<file path="config.mk">
export PLATFORM = sky130hd
export DESIGN_NAME = uart_tx
export DESIGN_NICKNAME = d
export VERILOG_FILES = /design/src/rtl/uart_tx.sv
export SDC_FILE = /design/constraint.sdc
export NUM_CORES = 1
export LEC_CHECK = 0
export CAP_MARGIN = 15
export CORE_MARGIN = 5
export CORE_UTILIZATION = 52
export CTS_BUF_LIST = sky130_fd_sc_hd__clkbuf_4 sky130_fd_sc_hd__clkbuf_8
export DETAILED_ROUTE_END_ITERATION = 10
export PLACE_DENSITY = 0.74
export SLEW_MARGIN = 20
export SYNTH_ARGS = -nofsm -noshare
export SYNTH_HDL_FRONTEND = slang
export SYNTH_SLANG_ARGS = --single-unit
</file>
<file path="constraint.sdc">
create_clock -name CLK -period 3 [get_ports CLK]
set_input_delay 0.6 -clock CLK [delete_from_list [all_inputs] [get_ports CLK]]
set_output_delay 0.6 -clock CLK [all_outputs]
set_load 0.05 [all_outputs]
</file>
<file path="src/rtl/uart_tx.sv">
// uart_tx: 8N1 / 8E1 / 8O1 serial transmitter.
// Frame = start(0), 8 data bits LSB first, optional parity, stop(1).
// Each bit lasts 'prescale' clocks; a latched prescale of 0 behaves as 1.
// Outputs are registered and derived from the next state, so they change
// on the same edge as the state register.
module uart_tx (
  input  logic       CLK,
  input  logic       RST,
  input  logic [7:0] P_DATA,
  input  logic       data_valid,
  input  logic [5:0] prescale,
  input  logic       PAR_EN,
  input  logic       PAR_TYP,
  output logic       TX_OUT,
  output logic       busy,
  output logic       tx_done
);

  typedef enum logic [2:0] {IDLE, START, DATA, PARITY, STOP} state_t;

  state_t     state_q, state_d;
  logic [5:0] cnt_q, cnt_d;
  logic [5:0] pre_q, pre_d;
  logic [2:0] idx_q, idx_d;
  logic [7:0] data_q, data_d;
  logic       par_en_q, par_en_d;
  logic       par_typ_q, par_typ_d;
  logic       tx_d, busy_d, done_d;
  logic [5:0] last_cnt;
  logic       bit_end;
  logic       parity_bit;

  // Frame sequencing, counters and next-cycle output values.
  always_comb begin
    state_d   = state_q;
    cnt_d     = cnt_q;
    pre_d     = pre_q;
    idx_d     = idx_q;
    data_d    = data_q;
    par_en_d  = par_en_q;
    par_typ_d = par_typ_q;
    tx_d      = 1'b1;
    busy_d    = 1'b0;
    done_d    = 1'b0;

    // prescale 0 folds onto 1: the last count is 0 either way
    last_cnt   = (pre_q == 6'd0) ? 6'd0 : pre_q - 6'd1;
    bit_end    = (cnt_q == last_cnt);
    parity_bit = par_typ_q ? ~^data_q : ^data_q;

    case (state_q)
      IDLE: begin
        if (data_valid) begin
          data_d    = P_DATA;
          pre_d     = prescale;
          par_en_d  = PAR_EN;
          par_typ_d = PAR_TYP;
          cnt_d     = 6'd0;
          state_d   = START;
        end
      end
      START: begin
        cnt_d = bit_end ? 6'd0 : cnt_q + 6'd1;
        if (bit_end) begin
          idx_d   = 3'd0;
          state_d = DATA;
        end
      end
      DATA: begin
        cnt_d = bit_end ? 6'd0 : cnt_q + 6'd1;
        if (bit_end) begin
          if (idx_q == 3'd7) state_d = par_en_q ? PARITY : STOP;
          else               idx_d   = idx_q + 3'd1;
        end
      end
      PARITY: begin
        cnt_d = bit_end ? 6'd0 : cnt_q + 6'd1;
        if (bit_end) state_d = STOP;
      end
      STOP: begin
        cnt_d = bit_end ? 6'd0 : cnt_q + 6'd1;
        if (bit_end) state_d = IDLE;
      end
      default: state_d = IDLE;
    endcase

    // line level for the state about to be entered
    case (state_d)
      START:   tx_d = 1'b0;
      DATA:    tx_d = data_d[idx_d];
      PARITY:  tx_d = parity_bit;
      default: tx_d = 1'b1;
    endcase

    busy_d = (state_d != IDLE);
    done_d = (state_q == STOP) && (state_d == IDLE);
  end

  // State, frame registers and registered outputs.
  always_ff @(posedge CLK) begin
    if (RST) begin
      state_q   <= IDLE;
      cnt_q     <= 6'd0;
      pre_q     <= 6'd0;
      idx_q     <= 3'd0;
      data_q    <= 8'd0;
      par_en_q  <= 1'b0;
      par_typ_q <= 1'b0;
      TX_OUT    <= 1'b1;
      busy      <= 1'b0;
      tx_done   <= 1'b0;
    end else begin
      state_q   <= state_d;
      cnt_q     <= cnt_d;
      pre_q     <= pre_d;
      idx_q     <= idx_d;
      data_q    <= data_d;
      par_en_q  <= par_en_d;
      par_typ_q <= par_typ_d;
      TX_OUT    <= tx_d;
      busy      <= busy_d;
      tx_done   <= done_d;
    end
  end

endmodule

</file>
==> metrics.cfg, run 1 <==
[outcome]
status=finished clean

[clocking]
cts-root-buf=clkbuf_8
cts_htree_levels=2
numClockSinks=31
clk_path_buf_depth=2
cts_hold_buffers=0
cts_tree=yes
insertion_delay_ns=0.28
path_clk_slew_ns=0.06
cts_buffers=5

[floorplan]
core_mm2=0.00363
initial_core_util_pct=53.6
die_h_um=71.2
io_pins=22
rows=22
die_x_um=71.2
fp.dieArea_mm2=0.00507

[worst_setup_path]
end_kind=register
path_class=register to register
startpoint_type=register
critPathTopFamily=simple AND/OR/NAND/NOR gates
worst-path-buf-inv=1
path_max_fanout=8
cp_slowest_cell=or4b_4
cp.arrival_ns=3.05
slowest_delay_ns=0.49
critical_path.cell_chain=inv_2 > ha_4 > or4b_4 > or4_4 > a22oi_4 > and2_4 > a31o_4 > mux2i_2 > a2111oi_2 > o41a_1
required_ns=3.17

[place]
place_hpwl_um=3390
portBuffers=21
dp.cells=324
place.gp.congestion=0.911

[drt]
remaining_drc_errors=0
routed_wl_um=4630
ant_nets=0
drtIter0Drc=110
num_vias=1857
detail_route.wl_per_cell_um=13.9
drt_pass1_iterations=4
viasPerCell=5.56

[grt]
overflow=0
grt_pass1_wl_um=7820
grt_start_max_net_pins=31
grt_use_total_pct=19.2
grt_pass1_vias=1812
antenna_found_initial=0

[sta]
fin_crit_sh_pct=96.1
hold-worst-slack_ns=0.465
setup_viol=0
fin_skew_ns=0.00239
max_freq_ghz=0.347
hold_viol=0
worst_pin_slew_ns=0.685
fin_setup_tns_ns=0
max_slew_margin_pct=53.8
slew_viol_final=0
layout_min_cycle_time_ns=2.88

[cells_and_area]
layout_commonest_cell=nand2_1
fillers=317
final_core_util_pct=67.3
finalNonFillerCells=334
n_antenna_cell=0
drive_above_1_share_pct=15.7
finalNetCount=307
syn_to_final_growth_pct=25.4
final_cell_mix=42 x nand2_1, 31 x dfxtp_1, 31 x nor2_1, 29 x a21oi_1, 21 x clkdlybuf4s50_1

[yosys]
synth_top_flop_cell=dfxtp_1
syn_area_mm2=0.00195
synth-async-reset-ratio_pct=0
synth_top_area_share_pct=31.9
syn_nets=276
yosys.area.top_type=dfxtp_1
synthCells=254
synth_edf_count=0
synth_seq_cells=31
synth-seq-area-share_pct=31.9
yosys.cell_types.count=52
synth_area_per_cell_um2=7.67
yosys-top-cells-area=dfxtp_1 32%, nand2_1 8.1%, a21oi_1 7.5%
yosys_warnings=0

[pwr]
p_per_area_mw_per_mm2=527
p_leak_nw=0.934
p_total_w=0.00129
peakVddDrop_v=0.000336

[hold_path]
min_path_type=register to register

[flow_run]
drv_cap=0

[power by group]
group	leakage [nW]	switching [W]	internal, W
clock network	0.0549	0.000149	0.000218
registers	0.253	0.0000373	0.000442
logic	0.625	0.000235	0.000207
total	0.934	0.000421	0.000867
[worst register-to-register path, delay by kind of cell (launching register included)]
| kind | cells | cell delay (ns) |
|---|---|---|
| AO/OA/AOI/OAI | 4 | 0.86 |
| buffers and inverters | 1 | 0.07 |
| multiplexers | 1 | 0.23 |
| flip-flops | 1 | 0.32 |
| adder cells (fa/ha/maj) | 1 | 0.12 |
| AND/OR/NAND/NOR | 3 | 1.16 |
[flip-flops by register name, indices dropped and copies added, names as in the netlist]
register	count
data_q	8
cnt_q	6
pre_q	6
idx_q	3
state_q	3
TX_OUT	1
busy	1
par_en_q	1
par_typ_q	1
tx_done	1
[cells in the mapped netlist (all sizes together), types with 2 or more instances]
cell type and n:
a2111oi 3, a211o 2, a211oi 2, a21oi 29, a22oi 2, a31oi 2
and2 3, and3 2, buf 3, clkbuf 11, dfxtp 31, ha 3
inv 6, mux2i 5, nand2 44, nand2b 5, nand3 7, nand3b 3
nor2 31, nor2b 6, nor3 7, nor3b 3, o21ai 7, o221ai 4
o311a 2, or3 2, or4 2, xnor2 10
[metrics by stage]
stage / worst slack (ns) / cell area (um^2)
floorplan: 0.0279 / 1960
global placement: 0.0646 / 2280
detailed placement: 0.0260 / 2280
CTS: 0.0151 / 2380
global route: -0.0114 / 2440
finish: 0.118 / 2440
[final timing paths]
path | startpoint | to | slack, ns | depth (start not counted)
worst min-delay path | par_typ_q$_SDFFE_PP0P_ | par_typ_q$_SDFFE_PP0P_ | 0.47 | 2
worst min register to register | par_typ_q$_SDFFE_PP0P_ | par_typ_q$_SDFFE_PP0P_ | 0.47 | 2
worst max register to register | pre_q[0]$_SDFFE_PP0P_ | TX_OUT$_SDFF_PP1_ | 0.12 | 10
worst max-delay path | pre_q[0]$_SDFFE_PP0P_ | TX_OUT$_SDFF_PP1_ | 0.12 | 10
[timing repair]
action                     4_1_cts  5_1_grt
setup buffers                    0        2
gates resized for setup          0       11
setup endpoints to repair        0        1
[per-layer routing]
layer / global-route usage, % / vias up / routed length (um)
met5: 0 / - / 0
met4: 7.52 / 0 / 74
met3: 4.69 / 7 / 161
met2: 33.5 / 30 / 2350
met1: 22.3 / 861 / 2040
li1: - / 959 / -
[cell families (layout without fill, tap and decap cells)]
group,Yosys count,in the layout,share of synthesized area [%]
compound gates,65,65,24.2
xor+xnor,11,11,4.95
fa+ha+maj,3,3,1.93
buf+inv,20,52,4.62
flops,31,31,31.9
mux,6,6,3.15
simple gates,118,118,29.3
[layout make-up]
class	count	area, um^2	area share [%]
Clock buffer	8	104	4.25
Multi-Input combinational cell	203	1300	53.1
Tap cell	48	60.1	2.46
Sequential cell	31	621	25.4
Inverter	6	22.5	0.922
Timing Repair Buffer	38	338	13.8
Note: power is estimated with default switching activity, not from simulation.
==> inputs of run 2 (changes only) <==
--- a/config.mk
+++ b/config.mk
@@ -5,9 +5,10 @@
 export SDC_FILE = /design/constraint.sdc
 export NUM_CORES = 1
 export LEC_CHECK = 0
+export ABC_CLOCK_PERIOD_IN_PS = 3040
 export CAP_MARGIN = 15
 export CORE_MARGIN = 5
-export CORE_UTILIZATION = 52
+export CORE_UTILIZATION = 55
 export CTS_BUF_LIST = sky130_fd_sc_hd__clkbuf_4 sky130_fd_sc_hd__clkbuf_8
 export DETAILED_ROUTE_END_ITERATION = 10
 export PLACE_DENSITY = 0.74
==> constraint.sdc (replaced) <==
create_clock -name CLK -period 3.04 [get_ports CLK]
set_input_delay 0.608 -clock CLK [delete_from_list [all_inputs] [get_ports CLK]]
set_output_delay 0.608 -clock CLK [all_outputs]
set_load 0.05 [all_outputs]
==> metrics.cfg, run 2 (same netlist as run 1, synthesis figures left out) <==
[grt]
grt_pass1_wl_um=7470  ; -4.5%
overflow=0  ; unchanged
grt_pass1_vias=1713  ; -5.5%
antenna_found_initial=0  ; unchanged
grt_start_max_net_pins=31  ; unchanged
grt_use_total_pct=19.0  ; -0.20 points

[worst_setup_path]
worst_r2r_endpoint=TX_OUT$_SDFF_PP1_
cp_slowest_cell=or4b_4
startpoint_type=register
slowest_delay_ns=0.49  ; about the same
critPathTopFamily=simple AND/OR/NAND/NOR gates
r2r_slack_ns=0.04  ; -0.08 ns
path_max_fanout=5  ; -3
r2r_start=pre_q[0]$_SDFFE_PP0P_
ff2ff_path_depth=10  ; unchanged
path_class=register to register
worst-path-stages=10  ; unchanged
required_ns=3.27  ; +0.10 ns
worst-path-buf-inv=1  ; unchanged
end_kind=register
critical_path.cell_chain=inv_1 > ha_2 > or4b_4 > or4_4 > a22oi_4 > and2_4 > a31o_4 > mux2i_1 > a2111oi_2 > o41a_1
cp.arrival_ns=3.23  ; +0.18 ns

[hold_path]
hp-start=par_typ_q$_SDFFE_PP0P_
min_path_cells=2  ; unchanged
hold_end=par_typ_q$_SDFFE_PP0P_
min_path_type=register to register

[clocking]
cts_buffers=5  ; unchanged
numClockSinks=31  ; unchanged
cts-root-buf=clkbuf_4
path_clk_slew_ns=0.10  ; +0.04 ns
cts_tree=yes
cts_htree_levels=2  ; unchanged
cts_hold_buffers=0  ; unchanged
insertion_delay_ns=0.34  ; +0.06 ns
clk_path_buf_depth=2  ; unchanged

[pwr]
p_int_w=0.000738  ; -15%
p_seq_share_pct=40.6  ; +3.4 points
p_sw_w=0.000414  ; -1.7%
p_total_w=0.00115  ; -11%
switching_share_pct=36.0  ; +3.3 points
p_per_area_mw_per_mm2=485  ; -8.1%
clkPwrFrac_pct=21.8  ; -6.7 points
peakVddDrop_v=0.000298  ; -11%
p_leak_nw=0.915  ; -2.0%
comb_power_share_pct=37.5  ; +3.2 points

[outcome]
status=finished clean

[cells_and_area]
finalNetCount=305  ; -0.65%
syn_to_final_growth_pct=22.0
design_area_mm2=0.00238  ; -2.7%
layout_commonest_cell=nand2_1
top_register=data_q
drive_above_1_share_pct=13.7  ; -2.0 points
final_cell_mix=42 x nand2_1, 31 x dfxtp_1, 31 x nor2_1, 29 x a21oi_1, 21 x clkdlybuf4s50_1
n_antenna_cell=0  ; unchanged
largestRegisters=data_q (8), cnt_q (6), pre_q (6)
largest_reg_flops=8  ; unchanged

[sta]
rsz0062_at_grt=yes
slew_viol_final=0  ; unchanged
max_freq_ghz=0.333  ; -4.0%
worst_pin_slew_ns=0.649  ; -0.0363 ns
hold_viol=0  ; unchanged
fin_skew_ns=0.00653  ; +0.00415 ns
fin_crit_sh_pct=98.8  ; +2.7 points
layout_min_cycle_time_ns=3.00  ; +0.121 ns
setup_viol=0  ; unchanged
max_slew_margin_pct=56.3  ; +2.4 points

[drt]
ant_nets=0  ; unchanged
drtIter0Drc=119  ; +8.2%
num_vias=1894  ; +2.0%
drt_pass1_iterations=4  ; unchanged
detail_route.wl_per_cell_um=14.1  ; +1.9%
viasPerCell=5.74  ; +3.2%
routed_wl_um=4660  ; +0.71%
remaining_drc_errors=0  ; unchanged

[floorplan]
initial_core_util_pct=57.5  ; +3.9 points
fp.dieArea_mm2=0.00483  ; -4.7%
rows=21  ; -4.5%
die_x_um=69.5  ; -2.4%
die_h_um=69.5  ; -2.4%
core_mm2=0.00339  ; -6.7%
io_pins=22  ; unchanged

[place]
place_hpwl_um=3250  ; -4.2%
portBuffers=21  ; unchanged
dpl_cell_area_mm2=0.00223  ; -2.0%
place.gp.congestion=0.884  ; -3.0%

[flow_run]
drv_cap=0  ; unchanged

## run 2: repair_timing
item	CTS	global route
cloned	0	1
buffers inserted	0	3
setup endpoints to repair	1	2
resized for setup	2	8
pin swaps	0	3
## run 2: power groups by stage
stage | logic, W | clock network [W] | registers, W
CTS | 0.000390 | 0.000261 | 0.000468
detailed placement | 0.000387 | 0 | 0.000477
global placement | 0.000382 | 0 | 0.000477
finish | 0.000433 | 0.000251 | 0.000468
global route | 0.000471 | 0.000283 | 0.000474
floorplan | 0.000279 | 0 | 0.000483
## run 2: worst register-to-register path: cells and delay by family, from the launching register on
family          cells  cell delay (ns)
mux                 1             0.23
buf+inv             1             0.08
simple gates        3             1.18
flops               1             0.32
fa+ha+maj           1             0.17
compound gates      4             0.92
## run 2: final cells by class
type	count	area [um^2]
sequential	31	621
fill	282	1010
timing repair buffer	35	315
tap	46	57.6
clock buffer	7	52.6
clock inverter	1	5.00
multi-input combinational	204	1300
inverter	6	22.5
## run 2: worst max path at each step
stage	startpoint	end	slack (ns)
6_report	pre_q[0]$_SDFFE_PP0P_	TX_OUT$_SDFF_PP1_	0.04
5_1_grt	pre_q[0]$_SDFFE_PP0P_	TX_OUT$_SDFF_PP1_	-0.1
4_1_cts	pre_q[0]$_SDFFE_PP0P_	TX_OUT$_SDFF_PP1_	0.02
3_5_place_dp	pre_q[0]$_SDFFE_PP0P_	TX_OUT$_SDFF_PP1_	-0.07
3_3_place_gp	pre_q[0]$_SDFFE_PP0P_	TX_OUT$_SDFF_PP1_	-0.009
2_1_floorplan	pre_q[0]$_SDFFE_PP0P_	TX_OUT$_SDFF_PP1_	0.008
## run 2: stage by stage
step | utilization, % | setup TNS [ns] | worst slack, ns | hold slack, ns | instances
4_1_cts | 67.7 | 0 | 0.0236 | 0.482 | 326
3_3_place_gp | 65.8 | -0.00902 | -0.00902 | 0.456 | 318
6_report | 70.1 | 0 | 0.0370 | 0.479 | 330
5_1_grt | 70.1 | -0.0999 | -0.0999 | 0.509 | 330
3_5_place_dp | 65.8 | -0.0710 | -0.0710 | 0.467 | 318
2_1_floorplan | - | 0 | 0.00783 | 0.445 | 254
## run 2: per-layer routing
metal  vias up  routed length (um)  global-route usage, %
li1        956                   -                      -
met1       892                2090                   22.5
met2        38                2250                   31.5
met3         8                 227                   5.51
met4         0                  91                   8.46
met5         -                   0                      0
==> inputs of run 3 (changes only) <==
--- a/config.mk
+++ b/config.mk
@@ -12,6 +12,7 @@
 export CTS_BUF_LIST = sky130_fd_sc_hd__clkbuf_4 sky130_fd_sc_hd__clkbuf_8
 export DETAILED_ROUTE_END_ITERATION = 10
 export PLACE_DENSITY = 0.74
+export REMOVE_ABC_BUFFERS = 1
 export SLEW_MARGIN = 20
 export SYNTH_ARGS = -nofsm -noshare
 export SYNTH_HDL_FRONTEND = slang
==> metrics.cfg, run 3 (same netlist as run 1, synthesis figures left out) <==
[outcome]
status=complete, but fails checks
violations=negative setup slack

[place]
dp.cells=318  ; unchanged
place_hpwl_um=3240  ; -0.31%
place.gp.congestion=0.835  ; -5.5%
portBuffers=21  ; unchanged

[flow_run]
drv_cap=0  ; unchanged

[pwr]
p_per_area_mw_per_mm2=498  ; +2.8%
p_leak_nw=0.978  ; +6.8%
switching_share_pct=34.9  ; -1.1 points
p_sw_w=0.000436  ; +5.2%
p_int_w=0.000813  ; +10%
comb_power_share_pct=39.3  ; +1.8 points
p_total_w=0.00125  ; +8.4%
clkPwrFrac_pct=22.9  ; +1.1 points
p_seq_share_pct=37.8  ; -2.8 points
peakVddDrop_v=0.000337  ; +13%

[worst_setup_path]
startpoint_type=register
path_class=register to register
end_kind=register
r2r_slack_ns=-0.03  ; -0.07 ns
required_ns=3.27  ; about the same
cp.arrival_ns=3.30  ; +0.07 ns
path_max_fanout=6  ; +1

[drt]
ant_nets=0  ; unchanged
detail_route.wl_per_cell_um=14.5  ; +2.6%
remaining_drc_errors=0  ; unchanged
drt_pass1_iterations=4  ; unchanged
routed_wl_um=4880  ; +4.8%
viasPerCell=5.81  ; +1.2%
drtIter0Drc=114  ; -4.2%
num_vias=1957  ; +3.3%

[cells_and_area]
finalNetCount=312  ; +2.3%
final_cell_mix=42 x nand2_1, 31 x nor2_1, 29 x dfxtp_1, 29 x a21oi_1, 21 x clkdlybuf4s50_1
fillers=264  ; -6.4%
syn_to_final_growth_pct=28.6
top_register=data_q
largest_reg_flops=8  ; unchanged
layout_commonest_cell=nand2_1
n_antenna_cell=0  ; unchanged
register_area_um2=623  ; +0.40%
finalNonFillerCells=337  ; +2.1%
final_core_util_pct=73.9  ; +3.8 points
drive_above_1_share_pct=18.2  ; +4.5 points
multi_input_area_mm2=0.00134  ; +2.8%
largestRegisters=data_q (8), cnt_q (6), pre_q (6)

[sta]
fin_crit_sh_pct=101  ; +2.1 points
layout_min_cycle_time_ns=3.07  ; +0.0653 ns
fin_setup_tns_ns=-0.0283  ; -0.0283 ns
worst_pin_slew_ns=0.674  ; +0.0254 ns
slew_viol_final=0  ; unchanged
hold_viol=0  ; unchanged
setup_ws_ns=-0.0283  ; -0.0653 ns
max_freq_ghz=0.326  ; -2.1%
setup_viol=1  ; +1
max_slew_margin_pct=54.6  ; -1.7 points
rsz0062_at_grt=yes
fin_skew_ns=0.00488  ; -0.00166 ns
hold-worst-slack_ns=0.479  ; -0.000758 ns

[clocking]
cts_tree=yes
cts-root-buf=clkbuf_4
cts_htree_levels=2  ; unchanged
clk_path_buf_depth=2  ; unchanged
path_clk_slew_ns=0.09  ; about the same
insertion_delay_ns=0.34  ; about the same
numClockSinks=31  ; unchanged
cts_buffers=5  ; unchanged

[grt]
grt_use_total_pct=19.1  ; +0.14 points
overflow=0  ; unchanged
grt_pass1_vias=1761  ; +2.8%
grt_pass1_wl_um=7640  ; +2.2%
antenna_found_initial=0  ; unchanged
grt_start_max_net_pins=31  ; unchanged

[floorplan]
rows=21  ; unchanged
fp.dieArea_mm2=0.00483  ; unchanged
die_x_um=69.5  ; unchanged
die_h_um=69.5  ; unchanged
initial_core_util_pct=57.5  ; unchanged
core_mm2=0.00339  ; unchanged
io_pins=22  ; unchanged

[hold_path]
min_path_type=register to register

[run 3: timing repair]
action                                  4_1_cts  5_1_grt
gates resized for setup                       0       27
hold buffers                                  0        0
setup buffers                                 0       11
endpoints found under the setup margin        0        2
[run 3: power by group through the flow]
stage / Sequential, W / Combinational (W) / Clock (W)
detailed placement: 0.000478 / 0.000387 / 0
CTS: 0.000469 / 0.000389 / 0.000294
finish: 0.000472 / 0.000490 / 0.000287
global placement: 0.000478 / 0.000385 / 0
floorplan: 0.000492 / 0.000249 / 0
global route: 0.000478 / 0.000534 / 0.000308
[run 3: per-stage QoR]
step | setup slack (ns) | area, um^2
after global placement | 0.0726 | 2230
after CTS | 0.0154 | 2300
after floorplan | 0.0275 | 1880
after global routing | -0.129 | 2510
final | -0.0283 | 2510
after detailed placement | 0.0296 | 2230
[run 3: area by class of cell]
cell class | instances | share of cell area, %
tap | 46 | 2.30
timing repair buffer | 43 | 15.6
clock buffer | 8 | 2.90
sequential | 31 | 24.9
multi-input combinational | 203 | 53.5
inverter | 6 | 0.899
[run 3: path summary, 6_finish.rpt]
kind,start,end,cells after the start
worst min register to register,par_typ_q$_SDFFE_PP0P_,par_typ_q$_SDFFE_PP0P_,2
worst min-delay path,par_typ_q$_SDFFE_PP0P_,par_typ_q$_SDFFE_PP0P_,2
worst max register to register,pre_q[0]$_SDFFE_PP0P_,TX_OUT$_SDFF_PP1_,12
worst max-delay path,pre_q[0]$_SDFFE_PP0P_,TX_OUT$_SDFF_PP1_,12
[run 3: worst max-delay path, stage by stage, from the launching register on]
cell and delay [ns]:
dfxtp_2 0.34, inv_2 0.07, ha_4 0.12, or4b_4 0.49, o311a_1 0.37, o21bai_2 0.16, a22oi_4 0.11, and2_4 0.23
buf_6 0.12, buf_6 0.11, a221oi_4 0.32, a211oi_2 0.08, o41a_1 0.42
[run 3: layer usage]
layer / global-route usage [%] / vias to the layer above / wire [um]
li1: - / 975 / -
met1: 23.1 / 932 / 2160
met2: 31.3 / 41 / 2390
met3: 4.78 / 9 / 239
met4: 9.54 / 0 / 99
met5: 0 / - / 0
